==> config.mk <==
export PLATFORM = sky130hd
export DESIGN_NAME = pc_fetch_unit
export DESIGN_NICKNAME = d
export VERILOG_FILES = /design/src/rtl/fetch_pkg.sv /design/src/rtl/adder.sv /design/src/rtl/fetch_queue.sv /design/src/rtl/pc_fetch_unit.sv
export SDC_FILE = /design/constraint.sdc
export NUM_CORES = 1
export LEC_CHECK = 0
export ABC_AREA = 1
export BUFFER_PORTS_ARGS = -buffer_cell sky130_fd_sc_hd__buf_2
export CAP_MARGIN = 5
export CORE_ASPECT_RATIO = 2
export CORE_MARGIN = 2
export CORE_UTILIZATION = 49
export CTS_CLUSTER_SIZE = 25
export DETAILED_ROUTE_END_ITERATION = 8
export GPL_TIMING_DRIVEN = 0
export PLACE_DENSITY = 0.71
export SYNTH_ARGS = -nofsm -noshare
export SYNTH_HDL_FRONTEND = slang
export SYNTH_HIERARCHICAL = 1
export SYNTH_SLANG_ARGS = --single-unit
==> constraint.sdc <==
create_clock -name clk -period 10.2 [get_ports clk]
set_clock_uncertainty 0.1 [all_clocks]
set_input_delay 2.04 -clock clk [delete_from_list [all_inputs] [get_ports clk]]
set_output_delay 2.04 -clock clk [all_outputs]
set_load 0.005 [all_outputs]
==> src/rtl/fetch_pkg.sv <==
// Shared types for the instruction-fetch front end: FSM state encoding,
// the fetch-queue entry layout and the instruction size.
package fetch_pkg;

    localparam int INSTR_BYTES = 4;

    typedef enum logic [1:0] {
        REQ  = 2'd0,
        WAIT = 2'd1,
        DROP = 2'd2
    } fetch_state_t;

    typedef struct packed {
        logic [31:0] instr;
        logic [31:0] pc;
    } fetch_entry_t;

endpackage

==> src/rtl/adder.sv <==
// Plain modular adder shared by the datapath; the sum wraps at 2^WIDTH.
module adder #(
    parameter int WIDTH = 32
) (
    input  logic [WIDTH-1:0] a,
    input  logic [WIDTH-1:0] b,
    output logic [WIDTH-1:0] sum
);

    assign sum = a + b;

endmodule

==> src/rtl/fetch_queue.sv <==
// In-order circular FIFO of fetched instructions with flush and occupancy.
// DEPTH must be a power of two so the pointers wrap without extra logic.
module fetch_queue
    import fetch_pkg::*;
#(
    parameter int DEPTH = 2
) (
    input  logic                       clk,
    input  logic                       reset_n,
    input  logic                       push,
    input  fetch_entry_t               push_entry,
    input  logic                       pop,
    input  logic                       flush,
    output fetch_entry_t               head,
    output logic                       empty,
    output logic [$clog2(DEPTH+1)-1:0] count
);

    localparam int PTR_W = $clog2(DEPTH);
    localparam int CNT_W = $clog2(DEPTH + 1);

    fetch_entry_t [DEPTH-1:0] mem_q, mem_d;
    logic [PTR_W-1:0]         wr_ptr_q, wr_ptr_d;
    logic [PTR_W-1:0]         rd_ptr_q, rd_ptr_d;
    logic [CNT_W-1:0]         count_q, count_d;
    logic                     do_pop;

    assign empty  = (count_q == '0);
    assign count  = count_q;
    assign head   = mem_q[rd_ptr_q];
    assign do_pop = pop && !empty;

    always_comb begin
        mem_d    = mem_q;
        wr_ptr_d = wr_ptr_q;
        rd_ptr_d = rd_ptr_q;
        count_d  = count_q;
        if (flush) begin
            wr_ptr_d = '0;
            rd_ptr_d = '0;
            count_d  = '0;
        end else begin
            if (push) begin
                mem_d[wr_ptr_q] = push_entry;
                wr_ptr_d        = wr_ptr_q + 1'b1;
            end
            if (do_pop) begin
                rd_ptr_d = rd_ptr_q + 1'b1;
            end
            if (push && !do_pop) begin
                count_d = count_q + 1'b1;
            end else if (!push && do_pop) begin
                count_d = count_q - 1'b1;
            end
        end
    end

    // Storage is not reset; only the pointers and count define validity.
    always_ff @(posedge clk) begin
        if (!reset_n) begin
            wr_ptr_q <= '0;
            rd_ptr_q <= '0;
            count_q  <= '0;
        end else begin
            wr_ptr_q <= wr_ptr_d;
            rd_ptr_q <= rd_ptr_d;
            count_q  <= count_d;
        end
        mem_q <= mem_d;
    end

endmodule

==> src/rtl/pc_fetch_unit.sv <==
// Fetch front end: owns the PC, issues one outstanding request to instruction
// memory, queues returned words for decode and handles redirect flushes.
module pc_fetch_unit
    import fetch_pkg::*;
#(
    parameter logic [31:0] RESET_PC = 32'h0000_0000,
    parameter int          DEPTH    = 2
) (
    input  logic        clk,
    input  logic        reset_n,
    output logic        imem_req,
    output logic [31:0] imem_addr,
    input  logic        imem_gnt,
    input  logic        imem_rvalid,
    input  logic [31:0] imem_rdata,
    input  logic        redirect_valid,
    input  logic [31:0] redirect_pc,
    output logic        out_valid,
    input  logic        out_ready,
    output logic [31:0] out_instr,
    output logic [31:0] out_pc,
    output logic [31:0] out_pc_plus4
);

    localparam int CNT_W = $clog2(DEPTH + 1);

    fetch_state_t     state_q, state_d;
    logic [31:0]      pc_q, pc_d;
    logic [31:0]      tag_q, tag_d;
    logic [31:0]      pc_plus4;
    logic [31:0]      redirect_target;
    logic             granted;
    logic             push;
    logic             q_empty;
    logic [CNT_W-1:0] q_count;
    fetch_entry_t     push_entry;
    fetch_entry_t     head;

    assign redirect_target = redirect_pc & 32'hFFFF_FFFC;
    assign imem_addr       = pc_q;
    assign granted         = imem_req && imem_gnt;
    assign push_entry      = '{instr: imem_rdata, pc: tag_q};

    adder #(.WIDTH(32)) u_pc_adder (
        .a   (pc_q),
        .b   (32'(INSTR_BYTES)),
        .sum (pc_plus4)
    );

    fetch_queue #(.DEPTH(DEPTH)) u_queue (
        .clk        (clk),
        .reset_n    (reset_n),
        .push       (push),
        .push_entry (push_entry),
        .pop        (out_valid && out_ready),
        .flush      (redirect_valid),
        .head       (head),
        .empty      (q_empty),
        .count      (q_count)
    );

    // Head fields read as zero when empty so decode never sees stale storage.
    assign out_valid = !q_empty;
    assign out_instr = out_valid ? head.instr : 32'h0;
    assign out_pc    = out_valid ? head.pc : 32'h0;

    adder #(.WIDTH(32)) u_head_adder (
        .a   (out_pc),
        .b   (32'(INSTR_BYTES)),
        .sum (out_pc_plus4)
    );

    always_ff @(posedge clk) begin
        if (!reset_n) begin
            state_q <= REQ;
            pc_q    <= RESET_PC;
            tag_q   <= '0;
        end else begin
            state_q <= state_d;
            pc_q    <= pc_d;
            tag_q   <= tag_d;
        end
    end

    // Redirect wins everywhere; a response still in flight is marked stale.
    always_comb begin
        state_d = state_q;
        pc_d    = pc_q;
        tag_d   = tag_q;
        push    = 1'b0;
        if (granted) begin
            tag_d = pc_q;
            pc_d  = pc_plus4;
        end
        if (redirect_valid) begin
            pc_d = redirect_target;
        end
        unique case (state_q)
            REQ: begin
                if (granted) begin
                    state_d = redirect_valid ? DROP : WAIT;
                end
            end
            WAIT: begin
                if (imem_rvalid) begin
                    push    = !redirect_valid;
                    state_d = REQ;
                end else if (redirect_valid) begin
                    state_d = DROP;
                end
            end
            DROP: begin
                if (imem_rvalid) begin
                    state_d = REQ;
                end
            end
            default: state_d = REQ;
        endcase
    end

    always_comb begin
        imem_req = 1'b0;
        if (reset_n && (state_q == REQ) && (q_count != CNT_W'(DEPTH))) begin
            imem_req = 1'b1;
        end
    end

endmodule

---- Word-level counts from Yosys, hierarchy flattened ----
Cells that the tools add are included.
cells by class
  magnitude comparators ................... 3
  add/subtract/negate cells ............... 6
  muxes and demuxes ....................... 20
  equality and inequality tests ........... 6
  bitwise logic cells ..................... 2
  reductions and logical operators ........ 19
operators with widths
  cell                                                                    count
  64-bit 2-to-1 mux                                                       3
  128-bit bitwise mux                                                     1
  32-bit 2-to-1 mux                                                       4
  32-bit by 3-bit adder with 32-bit output (second input constant)        2
  64-bit demux with 1-bit select                                          1
  2-bit 2-to-1 mux                                                        7
  1-bit logical AND                                                       8
  2-bit inequality test (second input constant)                           3
  2-bit case mux with 3 select lines                                      1
  1-bit logical NOT                                                       4
  2-bit logical NOT                                                       2
  1-bit by 2-bit < comparator with 1-bit output (second input constant)   2
  2-bit nonzero test                                                      2
  1-bit 2-to-1 mux                                                        3
  3-bit inequality test (second input constant)                           1
  3-bit AND reduction                                                     1
  1-bit adder (second input constant)                                     2
  2-bit by 1-bit adder with 2-bit output (second input constant)          1
  2-bit by 1-bit equality test with 1-bit output (second input constant)  1
  2-bit equality test (second input constant)                             1
  1-bit inverter                                                          2
  2-bit AND reduction                                                     1
  2-bit OR reduction                                                      1
  2-bit by 1-bit subtractor with 2-bit output (second input constant)     1
  1-bit >= comparator (second input constant)                             1
word-level totals
  bits in registers ....................... 198
  logic and storage cells ................. 67
  input bits .............................. 70

---- Depth between registers and ports, before layout ----
Gate-level depths: netlist of run 1.
  depth in word-level cells ............... 7
  depth in mapped cells ................... 19

---- Cells and area by module ----
Netlist of run 1, hierarchy kept.
modules (own cells, without submodules)
  module                 area an instance (um^2)  instances  cells an instance  sequential area each (um^2)
  fetch_queue            4926.0                   1          368                3923.8
  pc_fetch_unit          3649.8                   1          639                1321.3
  adder at u_head_adder  2384.8                   1          494                0.0
  adder at u_pc_adder    2323.5                   1          491                0.0

---- Least setup slack after synthesis of run 1 ----
OpenSTA, ideal clock, no wires.
  path kind ............................... input -> register
  start point ............................. input port redirect_valid
  end point ............................... register u_queue/mem_q[100] in the netlist's numbering, enable pin
  setup time .............................. 0.565 ns
  stages on the path ...................... 5
  path slack .............................. 2.442 ns
  arrival time ............................ 7.092 ns
  cell sequence ........................... buf_2 buf_1 nor3_1 inv_1 nor3_1
on the way
  cells in the longest elaborated chain, start to end .. 4
  elaborated cells on any way between the ends .. 5
ends and longest elaborated chain
  item                           RTL line              RTL
  from (decl)                    pc_fetch_unit.sv:16   input logic redirect_valid,
  1-bit logical NOT              pc_fetch_unit.sv:106  push = !redirect_valid;
  1-bit 2-to-1 mux               pc_fetch_unit.sv:105  if (imem_rvalid) begin
  1-bit 2-to-1 mux               pc_fetch_unit.sv:98   unique case (state_q)
  via push                       pc_fetch_unit.sv:33   logic push;
  2-bit AND reduction (no line)  -
  to (signal assigned)           fetch_queue.sv:69     mem_q <= mem_d;
  to (decl)                      fetch_queue.sv:22     fetch_entry_t [DEPTH-1:0] mem_q, mem_d;
The timed path passes the listed nets, and every way through them passes these cells.
A chain may end at the register's enable or synchronous reset.

---- Final worst setup path of run 1 ----
  start point ............................. register u_queue.count_q[0] (netlist: u_queue/count[0])
  end point ............................... output port out_pc_plus4[26]
on the way
  cells in the longest elaborated chain, start to end .. 3
ends and longest elaborated chain
  item                                      RTL line             RTL
  from (decl)                               fetch_queue.sv:25    logic [CNT_W-1:0] count_q, count_d;
  from (signal assigned)                    fetch_queue.sv:67    count_q <= count_d;
  2-bit logical NOT                         fetch_queue.sv:28    assign empty = (count_q == '0);
  via q_empty                               pc_fetch_unit.sv:34  logic q_empty;
  32-bit 2-to-1 mux                         pc_fetch_unit.sv:65  assign out_pc = out_valid ? head.pc : 32'h0;
  32-bit by 3-bit adder with 32-bit output  adder.sv:10          assign sum = a + b;
  to (decl)                                 pc_fetch_unit.sv:22  output logic [31:0] out_pc_plus4
The timed path passes the listed nets, and every way through them passes these cells.

==> qor.yml, run 1 <==
status: "finished, final reports clean"
gp_congestion: 0.979
drc: 0
io_buffers: 197
crit_top_cell: "nand2_1"
ys_seq_area_frac: 0.395
layout-drive-gt1-share: 0.137
endpoint_kind: "output port"
drt-total-wl_mm: 36.6
cts_max_level: 4
ctsHoldBuffers: 0
clkLatencyLatePin_ns: 0.45
period_needed_ns: 5.73
syn_area_per_cell_um2: 6.67
min_period_over_period: 0.562
die_area_um2: 28500
vias: 12500
cp-start-kind: "flip-flop"
fin_cells: 2647
grt_max_degree: 25
worstPathCellList: "nor2_1 -> clkbuf_1 -> clkbuf_1 -> nor2_1 -> ha_1 -> nand2_1 -> nand2_1 -> nand2_1 -> nand2_1 -> nand2_1 -> nand3_2 -> nand2_1 -> nand3_1 -> nand2_1 -> nand2_1 -> buf_2"
finalHoldViolCount: 0
synth_cells: 1992
drt_iter0_drc: 566
clock-sinks: 198
slowest_delay_ns: 0.50
p_leak_nw: 8.89
pre_cts_ws_ns: 4.96
finalWorstSetupSlack_ns: 4.47
powerDensity_nw_per_um2: 124
cts_tree: "built"
synthToLayoutAreaGrowth_pct: 18.4
cts_setup_buffers: 0
finalNetCount: 2419
worstMarginPinSlew_ns: 0.785
place_inst: 2613
multiInputGateArea_um2: 6570
via_per_inst: 4.71
cts_resized: 0
maxSlewHeadroom: 0.477
rows: 85
rsz0062_at_grt: "no"
place_hpwl_mm: 30.5
layout.area.seq_um2: 5250
die_w_um: 120
cp_top_family: "simple AND/OR/NAND/NOR gates"
synth.cell_area_um2: 13300
worstPathArrival_ns: 3.59
ys_ff_latch: 198
grt_pass1_vias: 12000
crit_required_ns: 8.06
grt_first_pass_wirelength_mm: 57.4
initial_utilization: 0.496
fillers: 2700
path_buf_inv: 3
die_h_um: 237
clkTransAtPathRegs_ns: 0.08
slew_viol_final: 0
root_buffer: "clkbuf_16"
fmax_mhz: 174
cap_viol_max_count: 0
wl_per_cell_um: 13.8
critPathKind: "reg2out"
first_pass_iters: 5
boundaryPins: 200
ant_nets: 0
ys_types: 33
ir_drop_mv: 0.0753
fin_area_um2: 15700
cp_max_fo: 10
post_dp_cell_area_um2: 15100
ys_warn_count: 6
cts_made_buffers: 17
antenna_found_initial: 2
core_um2: 26800
clk_path_buf_depth: 2
hp-class: "reg2reg"
overflow: 0
finalSetupViolCount: 0
slowest_stage: "clkbuf_1"
grtUsageTotal: 0.260
metrics by stage:
stage           util  TNS (ns)  hold slack (ns)  total power, mW
6_report       0.587         0            0.351             1.94
5_1_grt        0.587         0            0.366             2.04
4_1_cts        0.587         0            0.357             1.95
3_5_place_dp   0.563         0            0.341             1.24
3_3_place_gp   0.558    -39.54            0.332             1.23
2_1_floorplan      -         0            0.326             1.14
sequential cells by signal, indices dropped and copies added, names as in the netlist:
register and count:
imem_addr 32, u_queue/mem_q 128, state_q 2, tag_q 32
u_queue/count 2, u_queue/rd_ptr_q 1, u_queue/wr_ptr_q 1
area by class of cell:
type | instances | area share
diodes | 2 | 0.000318
plain buffers | 50 | 0.0210
clock buffers | 17 | 0.0271
clock inverters | 15 | 0.0131
inverters | 369 | 0.0881
multi-input cells | 1439 | 0.418
flip-flops and latches | 198 | 0.334
well taps | 348 | 0.0277
repair buffers | 209 | 0.0711
layer usage:
| metal | up-vias | GRT usage | part of all wire |
|---|---|---|---|
| met2 | 287 | 0.517 | 0.56 |
| met1 | 5537 | 0.237 | 0.35 |
| met5 | - | 0 | 0 |
| met3 | 92 | 0.0282 | 0.027 |
| met4 | 0 | 0.171 | 0.067 |
| li1 | 6560 | - | - |
where the power goes:
| part | switching (mW) | internal, mW |
|---|---|---|
| combinational | 0.213 | 0.120 |
| sequential | 0.0234 | 0.876 |
| clock | 0.363 | 0.347 |
logic make-up (layout without fill, tap and decap cells):
group,count (synthesis),count (layout),synth area share
xor gates and xnor gates,33,33,0.0218
DFF,198,198,0.395
adders and majority gates,65,65,0.0624
other,2,68,0.000565
buffers and inverters,419,660,0.129
AOI/OAI and AO/OA,87,87,0.0342
and+or+nand+nor,1188,1188,0.357
cell usage after synthesis:
cell type	count	area share
nand4_4	1	0.0016
buf_6	13	0.011
clkbuf_1	19	0.0054
xnor2_1	3	0.0020
inv_1	363	0.10
fa_1	2	0.0030
nor2_1	337	0.095
o21bai_1	4	0.0023
nor2_4	2	0.0017
nor3_2	2	0.0015
inv_2	6	0.0017
a21oi_1	42	0.016
buf_1	3	0.00085
nor3_1	14	0.0053
buf_2	7	0.0026
nor2_2	3	0.0014
edfxtp_1	128	0.29
o21ai_1	22	0.0083
nand3_2	5	0.0038
dfxtp_1	70	0.11
nand3_1	81	0.031
clkbuf_8	1	0.0010
nand2_1	711	0.20
nand2_2	23	0.011
conb_1	2	0.00057
o21ai_0	16	0.0060
buf_4	7	0.0040
ha_1	63	0.059
or2_4	1	0.00066
a21oi_2	1	0.00066
nand4_1	8	0.0038
a21o_1	2	0.0011
xor2_1	30	0.020
placed cells by master (no fill, tap or decap), types with 42 or more instances in the layout:
cell type  synthesis  final
dfxtp_1           70     70
nand2_1          711    711
a21oi_1           42     42
nand3_1           81     81
conb_1             2     66
buf_2              7    204
ha_1              63     63
inv_1            363    363
edfxtp_1         128    128
nor2_1           337    337
worst paths after layout:
path	start	depth (start not counted)	slack, ns	to
setup reg to reg	state_q[0]	7	7.63	u_queue/mem_q[24]
setup / recovery	u_queue/count[0]	16	4.47	out_pc_plus4[26]
hold reg to reg	tag_q[23]	0	0.35	u_queue/mem_q[87]
hold / removal	tag_q[23]	0	0.35	u_queue/mem_q[87]
Power figures use the tool's default switching activity.
==> inputs of run 2 (changes only) <==
--- a/config.mk
+++ b/config.mk
@@ -14,7 +14,7 @@
 export CTS_CLUSTER_SIZE = 25
 export DETAILED_ROUTE_END_ITERATION = 8
 export GPL_TIMING_DRIVEN = 0
-export PLACE_DENSITY = 0.71
+export PLACE_DENSITY = 0.74
 export SYNTH_ARGS = -nofsm -noshare
 export SYNTH_HDL_FRONTEND = slang
 export SYNTH_HIERARCHICAL = 1
==> constraint.sdc (replaced) <==
create_clock -name clk -period 4.8 [get_ports clk]
set_clock_uncertainty 0.1 [all_clocks]
set_input_delay 0.96 -clock clk [delete_from_list [all_inputs] [get_ports clk]]
set_output_delay 0.96 -clock clk [all_outputs]
set_load 0.005 [all_outputs]
==> qor.yml, run 2 (synthesis gave the netlist of run 1 again) <==
ff2ff_setup_slack_ns: 1.83  # -5.80 ns
ant_nets: 0  # unchanged
clock-sinks: 198  # unchanged
finalHoldViolCount: 0  # unchanged
cts_made_buffers: 17  # unchanged
gp_congestion: 0.988  # +0.89%
fillers: 2638  # -2.3%
r2r_end: "u_queue/mem_q[96]"
clk_path_buf_depth: 2  # unchanged
pre_cts_ws_ns: 0.545  # -4.41 ns
die_h_um: 237  # unchanged
fin_cells: 2643  # -0.15%
hp-class: "reg2reg"
grt_pass1_vias: 12200  # +0.99%
layout-drive-gt1-share: 0.136  # -0.000752
rows: 85  # unchanged
finalNetCount: 2417  # -0.083%
final_cell_mix: "nand2_1, inv_1, nor2_1"
status: "finished, violations left"
design_power_total_mw: 4.05  # +110%
die_area_um2: 28500  # unchanged
layout_commonest_cell: "nand2_1"
cp_max_fo: 10  # unchanged
finalSetupViolCount: 0  # unchanged
first_pass_iters: 7  # +2
die_w_um: 120  # unchanged
critPathKind: "reg2out"
largest_reg_flops: 128  # unchanged
met1_usage: 0.231  # -0.00520
drt_iter0_drc: 551  # -2.7%
endpoint_kind: "output port"
r2r_start: "state_q[0]"
finalWorstSetupSlack_ns: 0.418  # -4.05 ns
worstPathArrival_ns: 3.32  # -0.27 ns
cts_tree: "built"
initial_utilization: 0.496  # unchanged
synthToLayoutAreaGrowth_pct: 18.1
maxSlewHeadroom: 0.292  # -0.185
overflow: 0  # unchanged
cap_viol_max_count: 0  # unchanged
min_period_over_period: 0.913
period_needed_ns: 4.38
ir_drop_mv: 0.221  # +190%
worstMarginPinSlew_ns: 1.06  # +0.271 ns
slew_viol_final: 0  # unchanged
clkTransAtPathRegs_ns: 0.08  # about the same
place_hpwl_mm: 29.8  # -2.4%
reg2regPathDepth: 7  # unchanged
use_met3: 0.0282  # unchanged
place_inst: 2611  # -0.077%
critPathCapture: "out_pc_plus4[25]"
p_leak_nw: 8.87  # -0.21%
cts_max_level: 4  # unchanged
crit_start: "u_queue/count[0]"
met2_usage: 0.503  # -0.0140
fmax_mhz: 228
root_buffer: "clkbuf_16"
grt_max_degree: 23  # -8.0%
io_buffers: 197  # unchanged
cp-start-kind: "flip-flop"
antenna_cells: 0  # -2
largest-register: "u_queue/mem_q"
post_dp_cell_area_um2: 15100  # about the same
vias: 12500  # +0.17%
ctsHoldBuffers: 0  # unchanged
drc: 1  # +1
top_usage_layer: "met2"
core_um2: 26800  # unchanged
boundaryPins: 200  # unchanged
crit_required_ns: 3.74  # -4.32 ns
rsz0062_at_grt: "no"
antenna_found_initial: 0  # -2
clkLatencyLatePin_ns: 0.44  # about the same
grt_first_pass_wirelength_mm: 56.8  # -1.0%
wl_per_cell_um: 13.6  # -1.7%
violations: "DRC"
grtUsageTotal: 0.256  # -0.00406
fin_area_um2: 15700  # -0.20%
via_per_inst: 4.73  # +0.32%
drt-total-wl_mm: 35.9  # -1.8%
powerDensity_nw_per_um2: 258  # +110%
-- run 2: cell types whose count changed in the layout (fill, tap and decap cells not counted), moves of 2 or more --
cell      previous run  this run
clkinv_8             1         5
inv_12               7         3
clkinv_4             0         3
inv_8                6         3
buf_6               22        20
diode_2              2         0
-- run 2: what timing repair did --
item                       4_1_cts  5_1_grt
setup endpoints to repair        0       13
resized for setup                0        2
buffers inserted                 0        0
-- run 2: area by class of cell --
| type | instances | area, um^2 | area share |
|---|---|---|---|
| repair buffers | 207 | 1100 | 0.0702 |
| multi-input cells | 1439 | 6570 | 0.419 |
| plain buffers | 50 | 332 | 0.0211 |
| inverters | 369 | 1390 | 0.0883 |
| clock buffers | 17 | 425 | 0.0271 |
| flip-flops and latches | 198 | 5250 | 0.334 |
| clock inverters | 15 | 194 | 0.0124 |
| well taps | 348 | 435 | 0.0277 |
-- run 2: how the worst min path moves through the flow --
stage	start	end	depth (start not counted)
floorplan	tag_q[0]	u_queue/mem_q[0]	0
global placement	tag_q[21]	u_queue/mem_q[85]	0
detailed placement	tag_q[26]	u_queue/mem_q[90]	0
CTS	tag_q[26]	u_queue/mem_q[90]	0
global route	tag_q[26]	u_queue/mem_q[90]	0
finish	tag_q[21]	u_queue/mem_q[21]	0
-- run 2: through the flow --
stage	util	setup TNS, ns	hold slack (ns)
after global placement	0.558	-608.75	0.331
after floorplan	-	-240.28	0.326
after global routing	0.586	0	0.363
after detailed placement	0.562	0	0.338
final	0.586	0	0.350
after CTS	0.585	0	0.354
-- run 2: per-layer routing --
layer / vias to the layer above / share of wire / routed length, um
met5: - / 0 / 0
met4: 0 / 0.074 / 2680
met3: 116 / 0.031 / 1130
met2: 317 / 0.55 / 19800
met1: 5511 / 0.34 / 12400
li1: 6553 / - / -
-- run 2: power by group --
part           leakage [nW]  switching (mW)  internal [mW]
sequential             1.77          0.0490           1.86
combinational          6.80           0.447          0.254
clock                 0.298           0.726          0.716
-- run 2: worst max-delay path, stage by stage, from the launching register on --
cell and delay [ns]:
dfxtp_1 0.38, nor2_1 0.22, clkbuf_2 0.34, clkbuf_1 0.36, nor2_1 0.16, ha_1 0.38
nand2_1 0.15, inv_1 0.07, nand2_1 0.06, nand2_1 0.05, nand2_1 0.05, nand3_1 0.19
nand2_1 0.15, nand3_1 0.07, nand2_1 0.06, nand2_1 0.06, buf_2 0.13
